**src/rtl/track_sel_ctrl_if.sv**
```systemverilog
// ---------------------------------------------------------------------------
// track_sel_ctrl_if
//   Bundles the signals between the track-selection controller, the user
//   inputs and the pair of downstream BCD digit counters.
//
//   Signals
//     up_btn, down_btn : debounced button levels (increment / decrement)
//     next_pulse       : one-cycle end-of-track advance request
//     clr_req          : level request to zero the selection
//     units_q, tens_q  : current BCD digits read back from the counters
//     inc, dec         : count direction command to both digit counters
//     ena_u, ena_t     : units / tens counter enables
//     clr              : synchronous clear pulse to both digit counters
//     busy             : controller is anywhere other than idle
//     at_limit         : one-cycle pulse when a step is refused
//     state_dbg        : current controller state, for observation only
//
//   Command protocol: there is no back-pressure. Each command is a
//   single-cycle pulse on inc/dec (+ enables) or clr; the counters act on
//   it at the rising edge that ends that cycle, and the new digits must be
//   visible on units_q/tens_q in the following cycle. The controller never
//   issues two commands back to back (a quiet cycle always separates them),
//   so the counters always settle before the next decision reads them.
//
//   Modports
//     master : user / environment side (drives requests and digits)
//     slave  : controller side (drives commands and status)
// ---------------------------------------------------------------------------
interface track_sel_ctrl_if;
  logic       up_btn;
  logic       down_btn;
  logic       next_pulse;
  logic       clr_req;
  logic [3:0] units_q;
  logic [3:0] tens_q;
  logic       inc;
  logic       dec;
  logic       ena_u;
  logic       ena_t;
  logic       clr;
  logic       busy;
  logic       at_limit;
  logic [1:0] state_dbg;

  modport master (
    output up_btn, down_btn, next_pulse, clr_req, units_q, tens_q,
    input  inc, dec, ena_u, ena_t, clr, busy, at_limit, state_dbg
  );

  modport slave (
    input  up_btn, down_btn, next_pulse, clr_req, units_q, tens_q,
    output inc, dec, ena_u, ena_t, clr, busy, at_limit, state_dbg
  );
endinterface

```
**src/rtl/track_sel_ctrl.sv**
```systemverilog
// ---------------------------------------------------------------------------
// track_sel_ctrl
//   Track-number selection controller. Turns button presses, held-button
//   auto-repeat, end-of-track advance pulses and clear requests into
//   single-cycle commands for a pair of cascaded BCD counters, refusing
//   steps that would run past 00 or the configured upper limit.
//
//   Parameters
//     MAX_TENS, MAX_UNITS : BCD digits of the highest selectable track
//     DELAY               : hold cycles before the first auto-repeat
//     PERIOD              : cycles between subsequent auto-repeats
//
//   Ports
//     clk  : rising-edge clock
//     rst  : synchronous, active-high reset
//     bus  : track_sel_ctrl_if.slave (requests in, commands/status out)
//
//   States
//     IDLE   : waiting; arbitrates clr_req > pending next > up edge > down edge
//     STEP   : the one cycle in which a command is on the outputs
//     SETTLE : one quiet cycle so the counters' new value is visible
//     HOLD   : a button is still held; counts down to the next auto-repeat
//
//   All outputs are registered: the decision taken in a cycle is driven
//   on the outputs during the following (STEP) cycle.
// ---------------------------------------------------------------------------
module track_sel_ctrl #(
  parameter logic [3:0] MAX_TENS  = 4'd9,
  parameter logic [3:0] MAX_UNITS = 4'd9,
  parameter int         DELAY     = 16,
  parameter int         PERIOD    = 4
) (
  input  logic             clk,
  input  logic             rst,
  track_sel_ctrl_if.slave  bus
);

  // Timer sized to hold the larger of the two reload values without wrap.
  localparam int TMAX = (DELAY > PERIOD) ? DELAY : PERIOD;
  localparam int TW   = (TMAX < 1) ? 1 : $clog2(TMAX + 1);

  localparam logic [TW-1:0] DELAY_LD  = TW'(DELAY);
  localparam logic [TW-1:0] PERIOD_LD = TW'(PERIOD);
  localparam logic [TW-1:0] TIMER_ONE = TW'(1);

  // FSM state encoding
  localparam logic [1:0] S_IDLE   = 2'd0;
  localparam logic [1:0] S_STEP   = 2'd1;
  localparam logic [1:0] S_SETTLE = 2'd2;
  localparam logic [1:0] S_HOLD   = 2'd3;

  // Origin of the command currently being served
  localparam logic [1:0] SRC_UP  = 2'd0;
  localparam logic [1:0] SRC_DN  = 2'd1;
  localparam logic [1:0] SRC_NXT = 2'd2;
  localparam logic [1:0] SRC_CLR = 2'd3;

  // -------------------------------------------------------------------------
  // Registers
  // -------------------------------------------------------------------------
  logic [1:0]    r_state;
  logic [1:0]    r_src;
  logic [TW-1:0] r_timer;
  logic          r_repeat;    // at least one auto-repeat since the press
  logic          r_pend;      // one-deep pending next_pulse
  logic          r_up_d;      // previous up_btn level (edge detect)
  logic          r_dn_d;      // previous down_btn level (edge detect)
  logic          r_up_lock;   // up_btn was held through reset
  logic          r_dn_lock;   // down_btn was held through reset

  logic          r_inc;
  logic          r_dec;
  logic          r_ena_u;
  logic          r_ena_t;
  logic          r_clr;
  logic          r_busy;
  logic          r_at_limit;

  // -------------------------------------------------------------------------
  // Combinational helpers
  // -------------------------------------------------------------------------
  logic          w_up_rise;
  logic          w_dn_rise;
  logic          w_at_max;
  logic          w_at_zero;
  logic          w_units_9;
  logic          w_units_0;
  logic          w_next_req;
  logic          w_src_held;
  logic          w_src_blocked;

  logic [1:0]    w_state_nxt;
  logic [1:0]    w_src_nxt;
  logic [TW-1:0] w_timer_nxt;
  logic          w_repeat_nxt;
  logic          w_pend_nxt;
  logic          w_issue;
  logic          w_lim;

  logic          w_inc;
  logic          w_dec;
  logic          w_ena_u;
  logic          w_ena_t;
  logic          w_clr;

  // A button that was already held when reset released must be let go and
  // pressed again before it counts; otherwise reset would be followed by a
  // spurious step from the old press.
  assign w_up_rise = bus.up_btn   & ~r_up_d & ~r_up_lock;
  assign w_dn_rise = bus.down_btn & ~r_dn_d & ~r_dn_lock;

  assign w_at_max  = (bus.tens_q == MAX_TENS) && (bus.units_q == MAX_UNITS);
  assign w_at_zero = (bus.tens_q == 4'd0) && (bus.units_q == 4'd0);
  assign w_units_9 = (bus.units_q == 4'd9);
  assign w_units_0 = (bus.units_q == 4'd0);

  // A next request is either one remembered from a busy period or a fresh
  // pulse arriving while the controller can act on it directly.
  assign w_next_req = r_pend | bus.next_pulse;

  // Only button-originated commands auto-repeat.
  assign w_src_held = ((r_src == SRC_UP) && bus.up_btn) ||
                      ((r_src == SRC_DN) && bus.down_btn);

  assign w_src_blocked = (r_src == SRC_UP) ? w_at_max : w_at_zero;

  // -------------------------------------------------------------------------
  // Next-state logic
  // -------------------------------------------------------------------------
  always_comb begin : fsm_next
    w_state_nxt  = r_state;
    w_src_nxt    = r_src;
    w_timer_nxt  = r_timer;
    w_repeat_nxt = r_repeat;
    w_pend_nxt   = r_pend | bus.next_pulse;
    w_issue      = 1'b0;
    w_lim        = 1'b0;

    case (r_state)
      S_IDLE: begin
        if (bus.clr_req) begin
          w_issue      = 1'b1;
          w_src_nxt    = SRC_CLR;
          w_state_nxt  = S_STEP;
          w_repeat_nxt = 1'b0;
        end else if (w_next_req) begin
          // At the limit a next request wraps by clearing, never refused.
          w_issue      = 1'b1;
          w_src_nxt    = SRC_NXT;
          w_state_nxt  = S_STEP;
          w_repeat_nxt = 1'b0;
          w_pend_nxt   = 1'b0;
        end else if (w_up_rise && !w_dn_rise) begin
          if (w_at_max) begin
            w_lim = 1'b1;
          end else begin
            w_issue      = 1'b1;
            w_src_nxt    = SRC_UP;
            w_state_nxt  = S_STEP;
            w_repeat_nxt = 1'b0;
          end
        end else if (w_dn_rise && !w_up_rise) begin
          if (w_at_zero) begin
            w_lim = 1'b1;
          end else begin
            w_issue      = 1'b1;
            w_src_nxt    = SRC_DN;
            w_state_nxt  = S_STEP;
            w_repeat_nxt = 1'b0;
          end
        end
      end

      S_STEP: begin
        w_state_nxt = S_SETTLE;
      end

      S_SETTLE: begin
        if (w_src_held) begin
          // The very first wait after a press uses DELAY; once the button
          // has repeated, every further wait uses PERIOD.
          w_state_nxt = S_HOLD;
          w_timer_nxt = r_repeat ? PERIOD_LD : DELAY_LD;
        end else begin
          w_state_nxt = S_IDLE;
        end
      end

      S_HOLD: begin
        if (bus.clr_req) begin
          w_issue     = 1'b1;
          w_src_nxt   = SRC_CLR;
          w_state_nxt = S_STEP;
        end else if (w_next_req) begin
          w_issue     = 1'b1;
          w_src_nxt   = SRC_NXT;
          w_state_nxt = S_STEP;
          w_pend_nxt  = 1'b0;
        end else if (!w_src_held) begin
          w_state_nxt = S_IDLE;
        end else if (r_timer <= TIMER_ONE) begin
          // Limit is checked again at every repeat: the value may have
          // reached it on the previous step.
          if (w_src_blocked) begin
            w_lim       = 1'b1;
            w_timer_nxt = PERIOD_LD;
          end else begin
            w_issue      = 1'b1;
            w_state_nxt  = S_STEP;
            w_repeat_nxt = 1'b1;
          end
        end else begin
          w_timer_nxt = r_timer - TIMER_ONE;
        end
      end

      default: begin
        w_state_nxt = S_IDLE;
      end
    endcase
  end

  // -------------------------------------------------------------------------
  // Command decode for the command chosen this cycle
  // -------------------------------------------------------------------------
  always_comb begin : cmd_decode
    w_inc   = 1'b0;
    w_dec   = 1'b0;
    w_ena_u = 1'b0;
    w_ena_t = 1'b0;
    w_clr   = 1'b0;

    if (w_issue) begin
      case (w_src_nxt)
        SRC_UP: begin
          w_inc   = 1'b1;
          w_ena_u = 1'b1;
          w_ena_t = w_units_9;   // carry into tens
        end
        SRC_DN: begin
          w_dec   = 1'b1;
          w_ena_u = 1'b1;
          w_ena_t = w_units_0;   // borrow from tens
        end
        SRC_NXT: begin
          if (w_at_max) begin
            w_clr = 1'b1;
          end else begin
            w_inc   = 1'b1;
            w_ena_u = 1'b1;
            w_ena_t = w_units_9;
          end
        end
        default: begin
          w_clr = 1'b1;
        end
      endcase
    end
  end

  // -------------------------------------------------------------------------
  // State and output registers
  // -------------------------------------------------------------------------
  always_ff @(posedge clk) begin : regs
    if (rst) begin
      r_state    <= S_IDLE;
      r_src      <= SRC_UP;
      r_timer    <= '0;
      r_repeat   <= 1'b0;
      r_pend     <= 1'b0;
      r_up_d     <= 1'b0;
      r_dn_d     <= 1'b0;
      r_up_lock  <= bus.up_btn;
      r_dn_lock  <= bus.down_btn;
      r_inc      <= 1'b0;
      r_dec      <= 1'b0;
      r_ena_u    <= 1'b0;
      r_ena_t    <= 1'b0;
      r_clr      <= 1'b0;
      r_busy     <= 1'b0;
      r_at_limit <= 1'b0;
    end else begin
      r_state    <= w_state_nxt;
      r_src      <= w_src_nxt;
      r_timer    <= w_timer_nxt;
      r_repeat   <= w_repeat_nxt;
      r_pend     <= w_pend_nxt;
      r_up_d     <= bus.up_btn;
      r_dn_d     <= bus.down_btn;
      // Lock clears the first time the button is seen released.
      r_up_lock  <= r_up_lock & bus.up_btn;
      r_dn_lock  <= r_dn_lock & bus.down_btn;
      r_inc      <= w_inc;
      r_dec      <= w_dec;
      r_ena_u    <= w_ena_u;
      r_ena_t    <= w_ena_t;
      r_clr      <= w_clr;
      r_busy     <= (w_state_nxt != S_IDLE);
      r_at_limit <= w_lim;
    end
  end

  assign bus.inc       = r_inc;
  assign bus.dec       = r_dec;
  assign bus.ena_u     = r_ena_u;
  assign bus.ena_t     = r_ena_t;
  assign bus.clr       = r_clr;
  assign bus.busy      = r_busy;
  assign bus.at_limit  = r_at_limit;
  assign bus.state_dbg = r_state;

endmodule

```
**src/flat_wrapper.sv**
```systemverilog
// flat-port wrapper written by rule: the top's interface ports become plain ports
module track_sel_ctrl_flat 
#(
  parameter logic [3:0] MAX_TENS  = 4'd9,
  parameter logic [3:0] MAX_UNITS = 4'd9,
  parameter int         DELAY     = 16,
  parameter int         PERIOD    = 4
)
  (clk, rst, bus_up_btn, bus_down_btn, bus_next_pulse, bus_clr_req, bus_units_q, bus_tens_q, bus_inc, bus_dec, bus_ena_u, bus_ena_t, bus_clr, bus_busy, bus_at_limit, bus_state_dbg);
  track_sel_ctrl_if bus_i ();
  input  logic clk;
  input  logic rst;
  input wire logic [$bits(bus_i.up_btn)-1:0] bus_up_btn;
  input wire logic [$bits(bus_i.down_btn)-1:0] bus_down_btn;
  input wire logic [$bits(bus_i.next_pulse)-1:0] bus_next_pulse;
  input wire logic [$bits(bus_i.clr_req)-1:0] bus_clr_req;
  input wire logic [$bits(bus_i.units_q)-1:0] bus_units_q;
  input wire logic [$bits(bus_i.tens_q)-1:0] bus_tens_q;
  output wire logic [$bits(bus_i.inc)-1:0] bus_inc;
  output wire logic [$bits(bus_i.dec)-1:0] bus_dec;
  output wire logic [$bits(bus_i.ena_u)-1:0] bus_ena_u;
  output wire logic [$bits(bus_i.ena_t)-1:0] bus_ena_t;
  output wire logic [$bits(bus_i.clr)-1:0] bus_clr;
  output wire logic [$bits(bus_i.busy)-1:0] bus_busy;
  output wire logic [$bits(bus_i.at_limit)-1:0] bus_at_limit;
  output wire logic [$bits(bus_i.state_dbg)-1:0] bus_state_dbg;
  assign bus_i.up_btn = bus_up_btn;
  assign bus_i.down_btn = bus_down_btn;
  assign bus_i.next_pulse = bus_next_pulse;
  assign bus_i.clr_req = bus_clr_req;
  assign bus_i.units_q = bus_units_q;
  assign bus_i.tens_q = bus_tens_q;
  assign bus_inc = bus_i.inc;
  assign bus_dec = bus_i.dec;
  assign bus_ena_u = bus_i.ena_u;
  assign bus_ena_t = bus_i.ena_t;
  assign bus_clr = bus_i.clr;
  assign bus_busy = bus_i.busy;
  assign bus_at_limit = bus_i.at_limit;
  assign bus_state_dbg = bus_i.state_dbg;
  track_sel_ctrl #(.MAX_TENS(MAX_TENS), .MAX_UNITS(MAX_UNITS), .DELAY(DELAY), .PERIOD(PERIOD)) u_core (.clk(clk), .rst(rst), .bus(bus_i));
endmodule
```
**config.mk**
```make
export PLATFORM = sky130hd
export DESIGN_NAME = track_sel_ctrl_flat
export DESIGN_NICKNAME = d
export VERILOG_FILES = /design/src/rtl/track_sel_ctrl_if.sv /design/src/rtl/track_sel_ctrl.sv /design/src/flat_wrapper.sv
export SDC_FILE = /design/constraint.sdc
export NUM_CORES = 1
export LEC_CHECK = 0
export CAP_MARGIN = 40
export CORE_MARGIN = 3
export CORE_UTILIZATION = 45
export DETAILED_ROUTE_END_ITERATION = 10
export GPL_TIMING_DRIVEN = 0
export PLACE_DENSITY = 0.67
export SLEW_MARGIN = 0
export SYNTH_ARGS = -nofsm -noshare
export SYNTH_HDL_FRONTEND = slang
export SYNTH_SLANG_ARGS = --single-unit
```
**constraint.sdc**
```tcl
create_clock -name clk -period 2.8 [get_ports clk]
set_clock_uncertainty 0.2 [all_clocks]
set_input_delay 0.56 -clock clk [delete_from_list [all_inputs] [get_ports clk]]
set_output_delay 0.56 -clock clk [all_outputs]
set_load 0.01 [all_outputs]
```
# Word level (Yosys, flattened, before mapping)
# Cells that the tools add are included.
[word_totals]
out_inout_bits = 9
rom_bits = 0
reg_bits = 22
ramBits = 0
mem_count = 0
input_bits = 14
latch_bits = 0
[op_classes]
magnitude_cmp = 1
reduce_logical = 22
n_shift = 0
bitwise_logic = 12
add_sub_neg = 1
eq_ne = 18
mul = 0
mux = 77
n_div = 0
[ops]
columns = ["operator", "n"]
rows = [
  ["$mux W1", 40],
  ["$mux W2", 20],
  ["$mux W5", 7],
  ["$pmux W1 S2", 6],
  ["$ne A5 B5 Y1 const B", 2],
  ["$pmux W5 S2", 1],
  ["$reduce_and A9 Y1", 1],
  ["$eq A4 B4 Y1 const B", 2],
  ["$logic_not A4 Y1", 2],
  ["$pmux W2 S4", 1],
  ["$and A1 B1 Y1", 6],
  ["$eq A2 B1 Y1 const B", 3],
  ["$eq A2 B2 Y1 const B", 3],
  ["$logic_and A1 B1 Y1", 6],
  ["$logic_not A2 Y1", 3],
  ["$ne A2 B1 Y1 const B", 3],
  ["$ne A2 B2 Y1 const B", 3],
  ["$reduce_and A6 Y1", 1],
  ["$reduce_bool A2 Y1", 3],
  ["$reduce_or A2 Y1", 3],
  ["$le A5 B1 Y1 const B", 1],
  ["$ne A5 B2 Y1 const B", 1],
  ["$not A1 Y1", 5],
  ["$sub A5 B1 Y5 const B", 1],
  ["other kinds (6)", 7],
]

# Longest topological paths before layout
[depth]
ltp_word = 13
depth_mapped = 10
mapped_depth_nobuf = 10

# Least setup slack after synthesis
# OpenSTA, ideal clock, no wires.
[synth_timing]
path_kind = "input to register"
from = "input bus_units_q[0]"
to = "register u_core.r_clr (netlist: u_core.bus.clr)"
setup_time_ns = 0.119
path_stages = 6
arrival_time_ns = 2.032
n_path_buf = 0
setup_slack_ns = 0.448
path_cell_list = "or4_4 -> or2_1 -> a221o_1 -> o211ai_2 -> a21oi_2 -> nor2b_1"
[synth_between]
elab_chain_cells = 11
[synth_lines]
columns = ["item", "line_no", "source"]
rows = [
  ["start, declared", "flat_wrapper.sv:17", "input wire logic [$bits(bus_i.units_q)-1:0] bus_units_q;"],
  ["$logic_not A4 Y1 / $eq A4 B4 Y1 (equally long branches)", "track_sel_ctrl.sv:113, track_sel_ctrl.sv:112", ""],
  ["$logic_and A1 B1 Y1 (on tied branches)", "track_sel_ctrl.sv:113, track_sel_ctrl.sv:112", ""],
  ["$mux W2 / $mux W1 (equally long branches)", "track_sel_ctrl.sv:163, track_sel_ctrl.sv:125", ""],
  ["$mux W2 / $mux W1 (equally long branches)", "track_sel_ctrl.sv:162, track_sel_ctrl.sv:204", ""],
  ["$mux W2 / $mux W1 (equally long branches)", "track_sel_ctrl.sv:153, track_sel_ctrl.sv:201", ""],
  ["$mux W2 / $mux W1 (equally long branches)", "track_sel_ctrl.sv:146, track_sel_ctrl.sv:199", ""],
  ["$mux W2 / $mux W1 (equally long branches)", "track_sel_ctrl.sv:141, track_sel_ctrl.sv:194", ""],
  ["$pmux W2 S2 / $mux W1 (equally long branches)", "track_sel_ctrl.sv:139, track_sel_ctrl.sv:190", ""],
  ["$eq A2 B1 Y1, or another cell as far along", "track_sel_ctrl.sv:234", "case (w_src_nxt)"],
  ["$reduce_or A2 Y1 (no source line) / $not A1 Y1 (equally long branches)", "n/a", ""],
  ["$pmux W1 S2 / $reduce_or A2 Y1 (equally long branches)", "n/a", ""],
  ["end signal, assigned", "track_sel_ctrl.sv:297", "r_clr <= w_clr;"],
  ["end, declared", "track_sel_ctrl.sv:75", "logic r_clr;"],
]
# Parallel ways exist; a longest one is shown, timed or not.
# A chain may end at the register's enable or synchronous reset.

# Worst setup path in the final report
[layout_timing]
from = "input bus_clr_req"
to = "register u_core.r_timer[1]"
[layout_between]
elab_chain_cells = 2
[layout_lines]
columns = ["item", "line_no", "source"]
rows = [
  ["start, declared", "flat_wrapper.sv:16", "input wire logic [$bits(bus_i.clr_req)-1:0] bus_clr_req;"],
  ["$ne A2 B2 Y1 (no source line)", "n/a", ""],
  ["$reduce_and A6 Y1 (no source line)", "n/a", ""],
  ["end signal, assigned", "track_sel_ctrl.sv:285", "r_timer <= w_timer_nxt;"],
  ["end, declared", "track_sel_ctrl.sv:63", "logic [TW-1:0] r_timer;"],
]
# Every way passes these cells.

==> flow_metrics.py <==
metrics = {
    "status": {
        "status": "completed",
    },
    "synthesis": {
        "yosys.area.top_type_share": 0.330,
        "synth_flop_cell": "dfxtp_1",
        "synth_most_common_cell": "nor2_1",
        "synth_nets": 178,
        "ys_seq_area_frac": 0.330,
        "syn_area_um2": 1340,
        "synth_cell_types": 48,
        "synth_edf_count": 0,
        "synth_area_leaders": "dfxtp_1 33%, ha_1 6.6%, nor2_1 6.5%, inv_1 2.8%, nand2_1 2.8%",
        "syn_inst": 157,
        "synth_seq_cells": 22,
        "yosysTopAreaCell": "dfxtp_1",
        "synth_warnings": 0,
        "async_flop_share": 0,
        "avgSynthCellArea_um2": 8.51,
        "synthTopCellsByCount": "23 x nor2_1, 22 x dfxtp_1, 10 x inv_1, 10 x nand2_1, 7 x ha_1",
    },
    "pwr": {
        "p_leak_uw": 0.000610,
        "powerDensity_nw_per_um2": 622,
        "vdd_drop_max_mv": 0.473,
    },
    "worst_setup_path": {
        "worstPathArrival_ns": 2.72,
        "cp-start-kind": "primary input",
        "worstSetupPathType": "primary input to register",
        "endpoint_kind": "register",
        "crit_path_start": "bus_clr_req",
        "r2r-start": "u_core.bus.state_dbg[0]",
        "crit_required_ns": 2.85,
        "cp_max_fo": 7,
    },
    "final_layout": {
        "final_util": 0.583,
        "multi_input_area_um2": 843,
        "fillers": 272,
        "seqCellArea_um2": 440,
        "diodes": 0,
        "layout.nets": 204,
        "regMostFlops": "u_core.r_timer",
        "area_delta_synth_final_pct": 21.3,
        "layout-drive-gt1-share": 0.0934,
        "largest_reg_flops": 5,
    },
    "route": {
        "wl_um": 3020,
        "post_drt_wl_per_cell_um": 14.2,
        "vias_per_cell": 5.83,
        "firstDrtPassIters": 4,
        "remaining_drc_errors": 0,
        "drtAntennaViolNets": 0,
        "vias": 1242,
        "drt_iter0_drc": 46,
    },
    "clock_network": {
        "root_buffer": "clkbuf_4",
        "htreeDepth": 1,
        "cts_hold_buf": 0,
        "cts_tree": "yes",
        "post_cts_resize_count": 0,
        "clock_latency_ns": 0.32,
        "cts_buffers": 3,
        "clock_sinks": 22,
        "cts_max_path_buffers": 2,
        "cts.clk_slew.worst_paths_ns": 0.12,
        "cts_setup_buffers": 0,
    },
    "grt": {
        "antenna_found_initial": 0,
        "grt_max_degree": 13,
        "grt_overflow": 0,
        "grt_pass1_vias": 1193,
        "grt_usage": 0.184,
        "grt_first_pass_wirelength_um": 5120,
    },
    "floorplan": {
        "dieHeight_um": 60.5,
        "num_rows": 19,
        "core-area_um2": 2780,
        "dieArea_um2": 3660,
        "io-pin-count": 23,
        "initial_core_util": 0.480,
        "die_w_um": 60.5,
    },
    "sta": {
        "fin_crit_sh": 0.952,
        "relSlewSlack": 0.562,
        "worst_pin_slew_ns": 0.650,
        "rsz0062_at_grt": "no",
        "timing.final.ws_setup_ns": 0.135,
        "slew_viol_final": 0,
        "report.final.setup_viol": 0,
        "hold_viol_final": 0,
        "period_minus_slack_ns": 2.66,
        "fmax_mhz": 375,
    },
    "hold_path": {
        "hold_class": "register to register",
        "hold_start": "u_core.r_dn_lock",
    },
    "run": {
        "maxCapViolCount": 0,
    },
    "placement": {
        "post-place-ws_ns": -0.159,
        "routabilityCongestion": 0.827,
        "hpwl_um": 2290,
        "port_buffers": 21,
    },
}
path summary, 6_finish.rpt:
| kind | to | slack (ns) | depth (start not counted) |
|---|---|---|---|
| max | u_core.r_timer[1] | 0.14 | 6 |
| min reg2reg | u_core.r_dn_lock | 0.28 | 1 |
| min | u_core.r_dn_lock | 0.28 | 1 |
| max reg2reg | u_core.bus.ena_t | 0.16 | 9 |
area by class of cell:
class | instances | area share
Buffer | 4 | 0.00926
Multi-Input combinational cell | 121 | 0.520
Sequential cell | 22 | 0.272
Timing Repair Buffer | 21 | 0.130
Inverter | 10 | 0.0231
Tap cell | 31 | 0.0239
Clock buffer | 4 | 0.0224
cells in the final DEF, fill, tap and decap left out, types with 2 or more instances in the layout:
cell type,instances
nor2_1,23
dfxtp_1,22
clkdlybuf4s50_1,21
inv_1,10
nand2_1,10
ha_1,7
o21ai_0,6
a21oi_1,6
nor2b_1,5
nor3_1,5
clkbuf_1,4
a211oi_1,4
o21a_1,3
or3_1,3
o21ai_1,3
or2_1,3
clkbuf_4,3
nand4bb_1,2
or4_4,2
nor4_1,2
a211o_1,2
nor3_2,2
nand3_1,2
nand2b_1,2
a221o_1,2
a21oi_2,2
a2bb2oi_1,2
kinds of logic (layout without fill, tap and decap cells):
group	Yosys count	in the layout	synth area share
flip-flops	22	22	0.330
buffers and inverters	14	39	0.0393
adder cells (fa/ha/maj)	7	7	0.0655
multiplexers	1	1	0.00749
AND/OR/NAND/NOR	67	67	0.282
AO/OA/AOI/OAI	46	46	0.276
metal layers:
layer	track usage	wire length [um]	vias to the layer above
met5	0	0	-
met1	0.244	1450	563
met4	0.0929	59	0
met3	0.0319	234	7
met2	0.289	1270	44
li1	-	-	628
metrics by stage:
step	cell area [um^2]	TNS, ns	total power [uW]	std cells	hold WS, ns
floorplan	1340	0	696	157	0.242
global placement	1590	-0.401	828	209	0.249
detailed placement	1590	-0.435	833	209	0.260
CTS	1620	0	1010	213	0.289
global route	1620	0	1080	213	0.317
finish	1620	0	1010	213	0.285
worst max-delay path, stage by stage:
cell and delay (ns):
clkdlybuf4s50_1 0.53, or3_1 0.52, nor3_2 0.43, a22oi_4 0.17, or3_1 0.36, a21oi_1 0.14
report_power, final:
group / switching (uW) / internal (uW)
clock network: 97.8 / 79.6
registers: 30.5 / 358
logic: 256 / 188
total: 384 / 625
Power figures use the tool's default switching activity.
